[config.mk]
export PLATFORM = sky130hd
export DESIGN_NAME = code_entry
export DESIGN_NICKNAME = d
export VERILOG_FILES = /design/src/rtl/code_entry.sv
export SDC_FILE = /design/constraint.sdc
export NUM_CORES = 1
export LEC_CHECK = 0
export BUFFER_PORTS_ARGS = -buffer_cell sky130_fd_sc_hd__buf_4
export CORE_MARGIN = 10
export CORE_UTILIZATION = 55
export CTS_CLUSTER_SIZE = 14
export DETAILED_ROUTE_END_ITERATION = 10
export GPL_TIMING_DRIVEN = 0
export MAX_ROUTING_LAYER = met4
export PLACE_DENSITY = 0.75
export SLEW_MARGIN = 20
export SYNTH_ARGS = -nofsm -noshare
export SYNTH_HDL_FRONTEND = slang
export SYNTH_SLANG_ARGS = --single-unit
[constraint.sdc]
create_clock -name clk -period 3.9 [get_ports clk]
set_input_delay 0.78 -clock clk [delete_from_list [all_inputs] [get_ports clk]]
set_output_delay 0.78 -clock clk [all_outputs]
set_load 0.02 [all_outputs]
[src/rtl/code_entry.sv]
// Digit-entry front end for the combination lock: debounced buttons in,
// one seven-segment write per accepted keystroke and a packed code on submit out.
`timescale 1ns/1ps

module code_entry_debounce #(
  parameter int DEBOUNCE_CYCLES = 50000
) (
  input  logic clk,
  input  logic rst_n,
  input  logic btn_i,
  output logic press_o
);
  localparam int CW = (DEBOUNCE_CYCLES > 2) ? $clog2(DEBOUNCE_CYCLES) : 1;

  logic          sync1_q, sync2_q, deb_q, press_q;
  logic [CW-1:0] cnt_q;

  // cnt_q counts consecutive synced samples that disagree with the debounced level
  always_ff @(posedge clk or negedge rst_n) begin
    if (!rst_n) begin
      sync1_q <= 1'b1;
      sync2_q <= 1'b1;
      deb_q   <= 1'b1;
      cnt_q   <= '0;
      press_q <= 1'b0;
    end else begin
      sync1_q <= btn_i;
      sync2_q <= sync1_q;
      press_q <= 1'b0;
      if (sync2_q == deb_q) begin
        cnt_q <= '0;
      end else if (cnt_q == CW'(DEBOUNCE_CYCLES - 1)) begin
        deb_q   <= sync2_q;
        cnt_q   <= '0;
        press_q <= deb_q;
      end else begin
        cnt_q <= cnt_q + CW'(1);
      end
    end
  end

  assign press_o = press_q;
endmodule

module code_entry #(
  parameter int DIGITS          = 6,
  parameter int DEBOUNCE_CYCLES = 50000,
  parameter int MASK            = 1
) (
  input  logic                  clk,
  input  logic                  rst_n,
  input  logic                  clear,
  input  logic [3:0]            num,
  input  logic [3:0]            buttons,
  output logic [6:0]            seg,
  output logic [2:0]            pos,
  output logic                  seg_valid,
  output logic                  done,
  output logic [4*DIGITS-1:0]   code,
  output logic [2:0]            count,
  output logic                  err
);
  localparam int         NUM_LANES = 4;
  localparam logic [6:0] SEG_BLANK = 7'b1111111;
  localparam logic [6:0] SEG_DASH  = 7'b1111110;

  typedef enum logic {S_ENTRY, S_DONE} state_t;

  logic [NUM_LANES-1:0] ev;

  genvar lane;
  generate
    for (lane = 0; lane < NUM_LANES; lane++) begin : g_btn
      code_entry_debounce #(.DEBOUNCE_CYCLES(DEBOUNCE_CYCLES)) u_deb (
        .clk    (clk),
        .rst_n  (rst_n),
        .btn_i  (buttons[lane]),
        .press_o(ev[lane])
      );
    end
  endgenerate

  function automatic logic [6:0] digit_seg(input logic [3:0] n);
    case (n)
      4'd0:    digit_seg = 7'b0000001;
      4'd1:    digit_seg = 7'b1001111;
      4'd2:    digit_seg = 7'b0010010;
      4'd3:    digit_seg = 7'b0000110;
      4'd4:    digit_seg = 7'b1001100;
      4'd5:    digit_seg = 7'b0100100;
      4'd6:    digit_seg = 7'b0100000;
      4'd7:    digit_seg = 7'b0001111;
      4'd8:    digit_seg = 7'b0000000;
      4'd9:    digit_seg = 7'b0000100;
      default: digit_seg = SEG_BLANK;
    endcase
  endfunction

  state_t              state_q, state_d;
  logic [6:0]          seg_q, seg_d;
  logic [2:0]          pos_q, pos_d;
  logic [2:0]          count_q, count_d;
  logic [4*DIGITS-1:0] code_q, code_d;
  logic                seg_valid_q, seg_valid_d;
  logic                done_q, done_d;
  logic                err_q, err_d;

  always_ff @(posedge clk or negedge rst_n) begin
    if (!rst_n) begin
      state_q     <= S_ENTRY;
      seg_q       <= SEG_BLANK;
      pos_q       <= '0;
      count_q     <= '0;
      code_q      <= '0;
      seg_valid_q <= 1'b0;
      done_q      <= 1'b0;
      err_q       <= 1'b0;
    end else begin
      state_q     <= state_d;
      seg_q       <= seg_d;
      pos_q       <= pos_d;
      count_q     <= count_d;
      code_q      <= code_d;
      seg_valid_q <= seg_valid_d;
      done_q      <= done_d;
      err_q       <= err_d;
    end
  end

  // Only the highest-priority event of a cycle acts; clear-entry works even when frozen.
  always_comb begin
    state_d     = state_q;
    seg_d       = seg_q;
    pos_d       = pos_q;
    count_d     = count_q;
    code_d      = code_q;
    seg_valid_d = 1'b0;
    done_d      = 1'b0;
    err_d       = 1'b0;
    if (clear) begin
      count_d = '0;
      code_d  = '0;
      state_d = S_ENTRY;
    end else if (ev[3]) begin
      count_d     = '0;
      code_d      = '0;
      state_d     = S_ENTRY;
      seg_d       = SEG_BLANK;
      pos_d       = '0;
      seg_valid_d = 1'b1;
    end else if (state_q == S_ENTRY) begin
      if (ev[2]) begin
        if (count_q == 3'(DIGITS)) begin
          done_d  = 1'b1;
          state_d = S_DONE;
        end else begin
          err_d = 1'b1;
        end
      end else if (ev[1]) begin
        if (count_q == 3'd0) begin
          err_d = 1'b1;
        end else begin
          count_d     = count_q - 3'd1;
          pos_d       = count_q - 3'd1;
          seg_d       = SEG_BLANK;
          seg_valid_d = 1'b1;
          for (int i = 0; i < DIGITS; i++)
            if (3'(i) == count_q - 3'd1) code_d[4*i +: 4] = 4'h0;
        end
      end else if (ev[0]) begin
        if (num > 4'd9 || count_q == 3'(DIGITS)) begin
          err_d = 1'b1;
        end else begin
          count_d     = count_q + 3'd1;
          pos_d       = count_q;
          seg_d       = (MASK != 0) ? SEG_DASH : digit_seg(num);
          seg_valid_d = 1'b1;
          for (int i = 0; i < DIGITS; i++)
            if (3'(i) == count_q) code_d[4*i +: 4] = num;
        end
      end
    end
  end

  assign seg       = seg_q;
  assign pos       = pos_q;
  assign seg_valid = seg_valid_q;
  assign done      = done_q;
  assign code      = code_q;
  assign count     = count_q;
  assign err       = err_q;
endmodule

==> run_results.csv, run 1 <==
group,metric,value,unit
logic_synthesis,async_reset_ff_share,100.0,%
routing,wl_met1,4905,µm
logic_synthesis,synth-edff-count,0,
global_routing,grt-ovfl-total,0,
routing,detail-route-antenna-nets,0,
finish,final_util,67.27,%
logic_synthesis,synth.distinct_cells,53,
timing,fin_ws,1426,ps
logic_synthesis,yosysMostFrequentCell,"dfrtp_1",
global_routing,grt_pass1_wl,19230,µm
global_routing,antenna_found_initial,0,
finish,fillCellCount,769,
logic_synthesis,ys_top_cells_by_area,"dfrtp_1 (46%), xnor2_1 (7.9%), dfstp_2 (6.2%)",
power_and_ir_drop,p_per_area,409.2,nW/µm²
routing,met3WireLength,570,µm
setup_path,rr_worst_depth,7,
setup_path,start_kind,"flip-flop",
timing,setup_viol,0,
timing,max_slew_margin,42.28,%
routing,drt_iter0_drc,317,
logic_synthesis,synth_commonest_cells,"dfrtp_1 (102), nor2_1 (73), xnor2_1 (50), nand2_1 (46), nand3_1 (29)",
finish,area_growth_syn_to_layout,19.03,%
clocking,postCtsResizedCells,0,
timing,fin_hold_ws,354.9,ps
job,drv_cap,0,
timing,fmax,404.2,MHz
timing,clock_skew,7.143,ps
finish,final_cells,743,
min_path,min_path_cells,0,
power_and_ir_drop,leakage,2.941,nW
routing,drcViolationCount,0,
setup_path,worstPathArrival,2900,ps
logic_synthesis,ys_seq_area_share,52.39,%
clocking,hold_buffers,0,
setup_path,worstPathMaxFanout,10,
min_path,min_path_type,"flip-flop to flip-flop",
logic_synthesis,syn-cell-area,5524,µm²
routing,vias,3998,
routing,dr_wl_met2,5414,µm
timing,post-route-period-util,63.44,%
logic_synthesis,syn_inst,530,
die,start_util,56.52,%
routing,vias_per_cell,5.381,
logic_synthesis,postSynthRegisterBits,115,
clocking,clockRootBuffer,"clkbuf_8",
routing,drt_pass1_iterations,4,
clocking,cts_buffers,17,
clocking,clock_latency,520,ps
timing,tightestPinTransition,865.7,ps
finish,design_area,6575,µm²
timing,final.min_clock_period,2474,ps
logic_synthesis,yosys.area.top_type_share,46.21,%
clocking,clkTransAtPathRegs,50,ps
timing,finalMaxSlewViolations,0,
die,die_h,120.2,µm
placement,gp_congestion,0.8154,
logic_synthesis,syn_avg_cell_area,10.42,µm²
routing,wire_per_inst,14.84,µm
clocking,cts_tree,"done",
placement,post-place-ws,1410,ps
clocking,cts_sinks,115,
logic_synthesis,yosysWarnings,0,
die,die-area,14450,µm²
placement,dpl_cell_area,6043,µm²
clocking,htreeDepth,4,
global_routing,grtUsageTotal,16.56,%
die,ios,51,
placement,placedCellCount,712,
clocking,post_cts_buffers,0,
global_routing,grt_start_max_net_pins,116,
timing,fin_setup_tns,0,ps
routing,highest_layer,"met4",
setup_path,worst_setup_path_end_kind,"flip-flop",
status,run_status,"finished clean",
die,coreArea,9774,µm²
routing,wirelength,11030,µm
setup_path,crit_type,"flip-flop to flip-flop",
timing,finalHoldViolCount,0,
logic_synthesis,synth_area_leader_cell,"dfrtp_1",
logic_synthesis,synth_top_flop_cell,"dfrtp_1",
setup_path,crit_required,4330,ps
die,dieWidth,120.2,µm
clocking,cts_buffer_depth,2,
power_and_ir_drop,ir_drop,0.3784,mV
power_and_ir_drop,power,2.691,mW
die,row_count,36,
placement,numPortBuffers,44,
timing,grt_setup_unrepaired,"no",
placement,hpwl,7576,µm
finish,n_antenna_cell,0,
global_routing,grt_pass1_vias,4079,
finish,drive_gt1_share,17.05,%
finish,finalNetCount,620,
## registers in the layout, indices dropped and copies added (netlist names)
name,count
code,24
count,3
done,1
err,1
g_btn.u_deb.cnt_q,64
g_btn.u_deb.deb_q,4
g_btn.u_deb.press_o,4
g_btn.u_deb.sync1_q,4
g_btn.u_deb.sync2_q,4
pos,3
seg,1
seg_valid,1
state_q,1
## routing by layer
layer	global-route usage (%)	vias to the layer above
li1	-	1966
met1	19.84	1950
met2	25.65	71
met3	5.165	11
met4	6.637	0
met5	-	-
## cells in the final DEF, fill, tap and decap left out, types with 3 or more instances in the layout
cell type	n
nand3b_1	5
dfrtp_1	102
nor2_1	73
inv_1	19
nand3_1	29
clkbuf_1	16
dfstp_2	13
nor2b_1	3
nor4_1	16
nor3b_1	5
conb_1	6
and3_1	6
clkinv_2	5
or4_1	3
mux2_2	3
clkbuf_8	5
nand2_1	46
nor3_1	14
a21oi_1	7
xnor2_1	50
xor2_1	11
mux2i_1	25
or3_1	4
buf_4	49
clkbuf_16	16
o311ai_0	4
nor4bb_1	4
nand4_1	21
ha_1	11
o21ai_0	5
## cell type report
cell class / count / area [µm²] / area share [%]
sequential: 115 / 2894 / 44.02
clock buffer: 25 / 474.2 / 7.212
clock inverter: 6 / 55.05 / 0.8373
tap: 133 / 166.4 / 2.531
timing repair buffer: 44 / 336.6 / 5.119
inverter: 19 / 71.32 / 1.085
multi-input combinational: 381 / 2470 / 37.56
buffer: 20 / 107.6 / 1.637
## path summary, 6_finish.rpt
check                                      endpoint  slack, ps                    from
max in group asynchronous   g_btn[0].u_deb.cnt_q[9]       2940                   rst_n
min in group asynchronous  g_btn[1].u_deb.cnt_q[12]        390                   rst_n
setup reg to reg                            code[9]       1430                count[0]
hold / removal               g_btn[3].u_deb.sync2_q        350  g_btn[3].u_deb.sync1_q
setup / recovery                            code[9]       1430                count[0]
hold reg to reg              g_btn[3].u_deb.sync2_q        350  g_btn[3].u_deb.sync1_q
## where the power goes
| part | switching (mW) | internal, mW | leakage (nW) |
|---|---|---|---|
| Combinational | 0.0639 | 0.0283 | 1.14 |
| Sequential | 0.0133 | 1.21 | 1.54 |
| Clock | 0.488 | 0.883 | 0.266 |
## critical path: stages (launching register included)
cell     delay, ps
dfrtp_1        500
inv_1          160
ha_1           260
and3b_1        230
nor4_4         380
buf_2          300
nand3_1        290
mux2i_1        280
## kinds of logic (layout without fill, tap and decap cells)
family	count (synthesis)	in the layout	synth area share, %
adders and majority gates	11	11	2.491
AOI/OAI and AO/OA	29	29	3.669
muxes	29	29	5.413
and+or+nand+nor	245	245	23.06
other	1	6	0.06789
buffers and inverters	39	114	3.239
DFF	115	115	52.39
xor gates and xnor gates	61	61	9.672
Note: power is estimated with default switching activity, not from simulation.
==> run 2: changes to the inputs <==
CORE_UTILIZATION = 54   (was 55)
PLACE_DENSITY = 0.76   (was 0.75)
clock period = 2 ns   (was 3.9 ns; I/O delays follow)
==> run 2 against run 1 <==
Compared with the run above:
- total power grew 110%
- count of clock-buffer cells in the layout shrank 5
- combinational power grew 110%
- worst hold slack lost 330 ps
- via count grew 4.4%
- die area grew 1.5%
==> run_results.csv, run 2 (same netlist as run 1, synthesis figures left out) <==
group,metric,value,unit
finish,largest_register,"g_btn.u_deb.cnt_q",
global_routing,grt-ovfl-total,0,
setup_path,max_stage_delay,410,ps
timing,finalHoldViolCount,0,
timing,tightestPinTransition,1004,ps
clocking,cts_sinks,115,
setup_path,r2r-end,"code[18]",
routing,drt_iter0_drc,309,
die,start_util,56.00,%
routing,detail-route-antenna-nets,0,
clocking,clock_latency,510,ps
finish,final_util,69.13,%
setup_path,rr_worst_depth,7,
placement,post-place-ws,-277.7,ps
clocking,cts_buffers,17,
setup_path,worstPathMaxFanout,5,
setup_path,crit_slowest_cell,"dfrtp_2",
job,drv_cap,0,
min_path,min_path_type,"input pin to asynchronous set/reset pin",
finish,fillCellCount,708,
routing,drcViolationCount,0,
routing,wire_per_inst,15.51,µm
power_and_ir_drop,p_int,4.391,mW
setup_path,crit_required,2380,ps
die,row_count,36,
die,coreArea,9864,µm²
finish,largest_reg_flops,64,
power_and_ir_drop,p_clk_share,54.0,%
power_and_ir_drop,power_frac_seq,42.5,%
power_and_ir_drop,power,5.627,mW
placement,numPortBuffers,44,
die,dieWidth,121.1,µm
setup_path,r2r-start,"count[1]",
finish,multi_input_area,2532,µm²
die,die_h,121.1,µm
routing,vias_per_cell,5.533,
global_routing,antenna_found_initial,0,
finish,seqCellArea,2898,µm²
finish,n_antenna_cell,0,
timing,post-route-period-util,97.04,%
finish,design_area,6819,µm²
setup_path,worst_setup_path_end_kind,"flip-flop",
placement,dpl_cell_area,6046,µm²
setup_path,crit_type,"flip-flop to flip-flop",
clocking,clkTransAtPathRegs,60,ps
die,ios,51,
routing,drt_pass1_iterations,5,
die,die-area,14670,µm²
routing,wirelength,11700,µm
finish,final_cell_mix,"dfrtp_1 (99), nor2_1 (72), buf_4 (57), xnor2_1 (50), nand2_1 (46)",
timing,setup_viol,0,
power_and_ir_drop,leakage,3.030,nW
power_and_ir_drop,swShare,21.95,%
clocking,cts_tree,"done",
global_routing,grt_pass1_vias,4299,
finish,drive_gt1_share,22.06,%
finish,area_growth_syn_to_layout,23.44,%
timing,fin_ws,59.25,ps
setup_path,start_kind,"flip-flop",
global_routing,grtUsageTotal,16.93,%
timing,finalMaxSlewViolations,0,
power_and_ir_drop,power_frac_comb,3.5,%
clocking,clockRootBuffer,"clkbuf_8",
setup_path,reg2reg_slack,60,ps
placement,hpwl,7661,µm
timing,clock_skew,5.690,ps
finish,finalNetCount,630,
global_routing,grt_pass1_wl,19880,µm
clocking,cts_buffer_depth,2,
setup_path,worstPathCellList,"inv_2 > ha_2 > and3b_1 > nor4_4 > buf_4 > nand3_1 > mux2i_1",
setup_path,worstPathArrival,2320,ps
finish,mostFrequentLayoutCell,"dfrtp_1",
power_and_ir_drop,ir_drop,0.4863,mV
power_and_ir_drop,p_switching,1.235,mW
status,run_status,"finished clean",
routing,vias,4172,
timing,max_slew_margin,33.04,%
timing,fmax,515.3,MHz
global_routing,grt_start_max_net_pins,116,
clocking,htreeDepth,4,
placement,gp_congestion,0.8514,
timing,fin_setup_tns,0,ps
power_and_ir_drop,p_per_area,825.1,nW/µm²
timing,final.min_clock_period,1941,ps
run 2: power groups by stage:
stage                     Clock, mW  Sequential, mW  Combinational, mW
after global placement            0            2.43              0.177
after CTS                      3.09            2.39              0.193
after detailed placement          0            2.43              0.182
final                          3.04            2.39              0.198
after global routing           3.20            2.39              0.222
after floorplan                   0            2.42             0.0956
run 2: metrics by stage:
stage / hold slack [ps] / std cells
floorplan: 104.4 / 535
global placement: 346.7 / 712
detailed placement: 346.8 / 712
CTS: 66.22 / 750
global route: 88.27 / 754
finish: 25.61 / 754
run 2: worst max path at each step:
stage                            from       end  slack [ps]
6_report                     count[1]  code[18]          60
5_1_grt                      count[1]  code[18]         -20
4_1_cts        g_btn[1].u_deb.press_o    pos[1]           7
3_5_place_dp                 count[0]   code[9]        -280
3_3_place_gp                 count[0]   code[9]        -200
2_1_floorplan                count[0]  code[10]           4
run 2: cell type report:
| class | count | share of cell area, % |
|---|---|---|
| Multi-Input combinational cell | 381 | 37.14 |
| Tap cell | 133 | 2.440 |
| Timing Repair Buffer | 56 | 6.367 |
| Clock buffer | 20 | 6.532 |
| Inverter | 19 | 1.046 |
| Sequential cell | 115 | 42.50 |
| Buffer | 18 | 1.670 |
| Clock inverter | 12 | 2.312 |
run 2: worst max-delay path: cells and delay by family (launching register included):
kind	cells	cell delay [ps]
buf+inv	2	290
flops	1	410
fa+ha+maj	1	200
simple gates	3	710
mux	1	190
run 2: what timing repair did:
item                                    CTS  global route
setup buffers                             3             5
endpoints found under the hold margin     4             0
gates resized for setup                   8            20
hold buffers                              4             0
endpoints found under the setup margin   41            72
pin swaps                                 2             3
run 2: per-layer routing:
metal	share of wire, %	vias to the layer above	GRT usage (%)
li1	-	1993	-
met1	44	2052	19.46
met2	50	111	26.67
met3	5.5	16	5.817
met4	1.3	0	6.930
met5	0	-	-
==> run 3: changes to the inputs <==
BUFFER_PORTS_ARGS = not set   (was -buffer_cell sky130_fd_sc_hd__buf_4)
CORE_UTILIZATION = 55   (was 54)
DONT_BUFFER_PORTS = 1   (was not set)
HOLD_SLACK_MARGIN = 0.1   (was not set)
PLACE_DENSITY = 0.7   (was 0.76)
clock period = 2.3 ns   (was 2 ns; I/O delays follow)
==> run 3 against run 2 <==
Compared with the run above:
- the flow now finishes with violations (hold timing)
- die area shrank 1.5%
- non-clock buffer count decreased by 50
- utilization is 4.2 points lower
- clock power decreased by 18%
- sequential power is 13% lower
- worst hold slack lost 400 ps
- setup slack improved by 46 ps
- critical path depth shrank 1
- design area shrank 6.9%
- wire length shrank 5.9%
- clock skew is 5.7 ps higher
- sequential share of layout area increased by 3.1 points
- critical path type unchanged
- critical endpoint is now code[10]
- largest cell class unchanged
- largest power group unchanged
==> run_results.csv, run 3 (same netlist as run 1, synthesis figures left out) <==
group,metric,value,unit
setup_path,worst_setup_path_end_kind,"flip-flop",
die,row_count,36,
finish,largest_register,"g_btn.u_deb.cnt_q",
status,run_status,"complete, but fails checks",
die,ios,51,
timing,tightestPinTransition,594.3,ps
die,die_h,120.2,µm
timing,max_slew_margin,59.94,%
power_and_ir_drop,leakage,2.738,nW
clocking,hold_buffers,5,
timing,post-route-period-util,95.43,%
setup_path,start_kind,"flip-flop",
timing,fin_setup_tns,0,ps
clocking,cts_buffer_depth,2,
die,die-area,14450,µm²
finish,n_antenna_cell,0,
die,coreArea,9774,µm²
global_routing,grtUsageTotal,16.53,%
finish,mostFrequentLayoutCell,"dfrtp_1",
timing,fin_hold_ws,-374.1,ps
clocking,htreeDepth,4,
routing,vias,3893,
finish,area_growth_syn_to_layout,14.95,%
routing,wire_per_inst,15.64,µm
clocking,clock_latency,530,ps
power_and_ir_drop,p_per_area,738.6,nW/µm²
clocking,clkTransAtPathRegs,60,ps
finish,seqCellArea,2897,µm²
global_routing,grt-ovfl-total,0,
placement,numPortBuffers,0,
timing,grt_setup_unrepaired,"no",
setup_path,crit_slowest_cell,"or4bb_1",
routing,detail-route-antenna-nets,0,
routing,drcViolationCount,0,
power_and_ir_drop,ir_drop,0.5172,mV
timing,finalMaxSlewViolations,0,
global_routing,grt_start_max_net_pins,116,
global_routing,antenna_found_initial,0,
timing,finalHoldViolCount,115,
global_routing,grt_pass1_wl,19140,µm
placement,post-place-ws,-208.2,ps
setup_path,max_stage_delay,510,ps
routing,drt_pass1_iterations,4,
die,dieWidth,120.2,µm
finish,drive_gt1_share,12.08,%
routing,vias_per_cell,5.530,
setup_path,worstPathMaxFanout,8,
placement,hpwl,7364,µm
clocking,cts_buffers,17,
power_and_ir_drop,power,4.690,mW
finish,multi_input_area,2487,µm²
job,drv_cap,0,
status,failed_checks,"hold timing",
global_routing,grt_pass1_vias,3995,
setup_path,crit_required,2690,ps
routing,wirelength,11010,µm
timing,fin_ws,105.2,ps
clocking,cts_sinks,115,
setup_path,crit_type,"flip-flop to flip-flop",
timing,final.min_clock_period,2195,ps
timing,fmax,455.6,MHz
timing,clock_skew,11.41,ps
clocking,cts_tree,"done",
placement,gp_congestion,0.8484,
finish,largest_reg_flops,64,
die,start_util,56.52,%
clocking,clockRootBuffer,"clkbuf_8",
finish,final_cell_mix,"dfrtp_1 (100), nor2_1 (72), xnor2_1 (50), nand2_1 (46), nand3_1 (27)",
timing,setup_viol,0,
finish,finalNetCount,580,
min_path,min_path_type,"input pin to asynchronous set/reset pin",
finish,final_util,64.96,%
clocking,post_cts_buffers,0,
finish,fillCellCount,760,
setup_path,worstPathCellList,"inv_1 > ha_1 > or4bb_1 > o311ai_0 > nand3_2 > mux2i_1",
setup_path,worstPathArrival,2580,ps
routing,drt_iter0_drc,261,
run 3: changes by cell type in the layout (fill, tap and decap cells not counted), sizes merged:
| cell | delta |
|---|---|
| buf | -52 |
| bufinv | -1 |
| clkbuf | +4 |
| clkinv | +2 |
| clkinvlp | -4 |
| dlygate4sd3 | +1 |
run 3: per-layer routing:
metal | vias to the layer above | wire length (µm) | global-route usage [%]
li1 | 1889 | - | -
met1 | 1909 | 4800 | 19.00
met2 | 82 | 5457 | 26.62
met3 | 13 | 648 | 5.631
met4 | 0 | 104 | 5.656
met5 | - | 0 | -
run 3: final cells by class:
cell class | instances | area share, %
Clock inverter | 9 | 1.635
Buffer | 19 | 1.695
Tap cell | 133 | 2.621
Sequential cell | 115 | 45.62
Multi-Input combinational cell | 381 | 39.17
Timing Repair Buffer | 5 | 0.7882
Clock buffer | 23 | 7.350
Inverter | 19 | 1.123
run 3: final timing paths:
kind	from	endpoint	slack, ps	cells after the start
min in group clk	clear	seg[0]	230	3
worst min-delay path	rst_n	g_btn[2].u_deb.cnt_q[13]	-370	0
max in group asynchronous	rst_n	g_btn[1].u_deb.sync1_q	2410	0
worst max-delay path	count[0]	code[10]	110	6
worst min register to register	g_btn[1].u_deb.sync1_q	g_btn[1].u_deb.sync2_q	350	0
worst max register to register	count[0]	code[10]	110	6
run 3: stage by stage:
| stage | std cells | instance area (µm²) |
|---|---|---|
| 3_5_place_dp | 668 | 5709 |
| 2_1_floorplan | 535 | 5543 |
| 4_1_cts | 705 | 6332 |
| 3_3_place_gp | 668 | 5709 |
| 6_report | 704 | 6350 |
| 5_1_grt | 704 | 6350 |
run 3: where the power goes:
part | leakage (nW) | internal (mW) | switching (mW)
clock network | 0.278 | 1.62 | 0.881
logic | 0.928 | 0.0426 | 0.0709
registers | 1.53 | 2.06 | 0.0216
run 3: critical path, delay by kind of cell, from the launching register on:
family	cells	cell delay, ps
AND/OR/NAND/NOR	2	780
flip-flops	1	490
buffers and inverters	1	140
multiplexers	1	180
adder cells (fa/ha/maj)	1	330
AO/OA/AOI/OAI	1	140
run 3: timing repair:
action | in CTS | in global routing
hold endpoints to repair | 124 | 115
pin swaps | 0 | 3
resized for setup | 2 | 8
endpoints found under the setup margin | 17 | 17
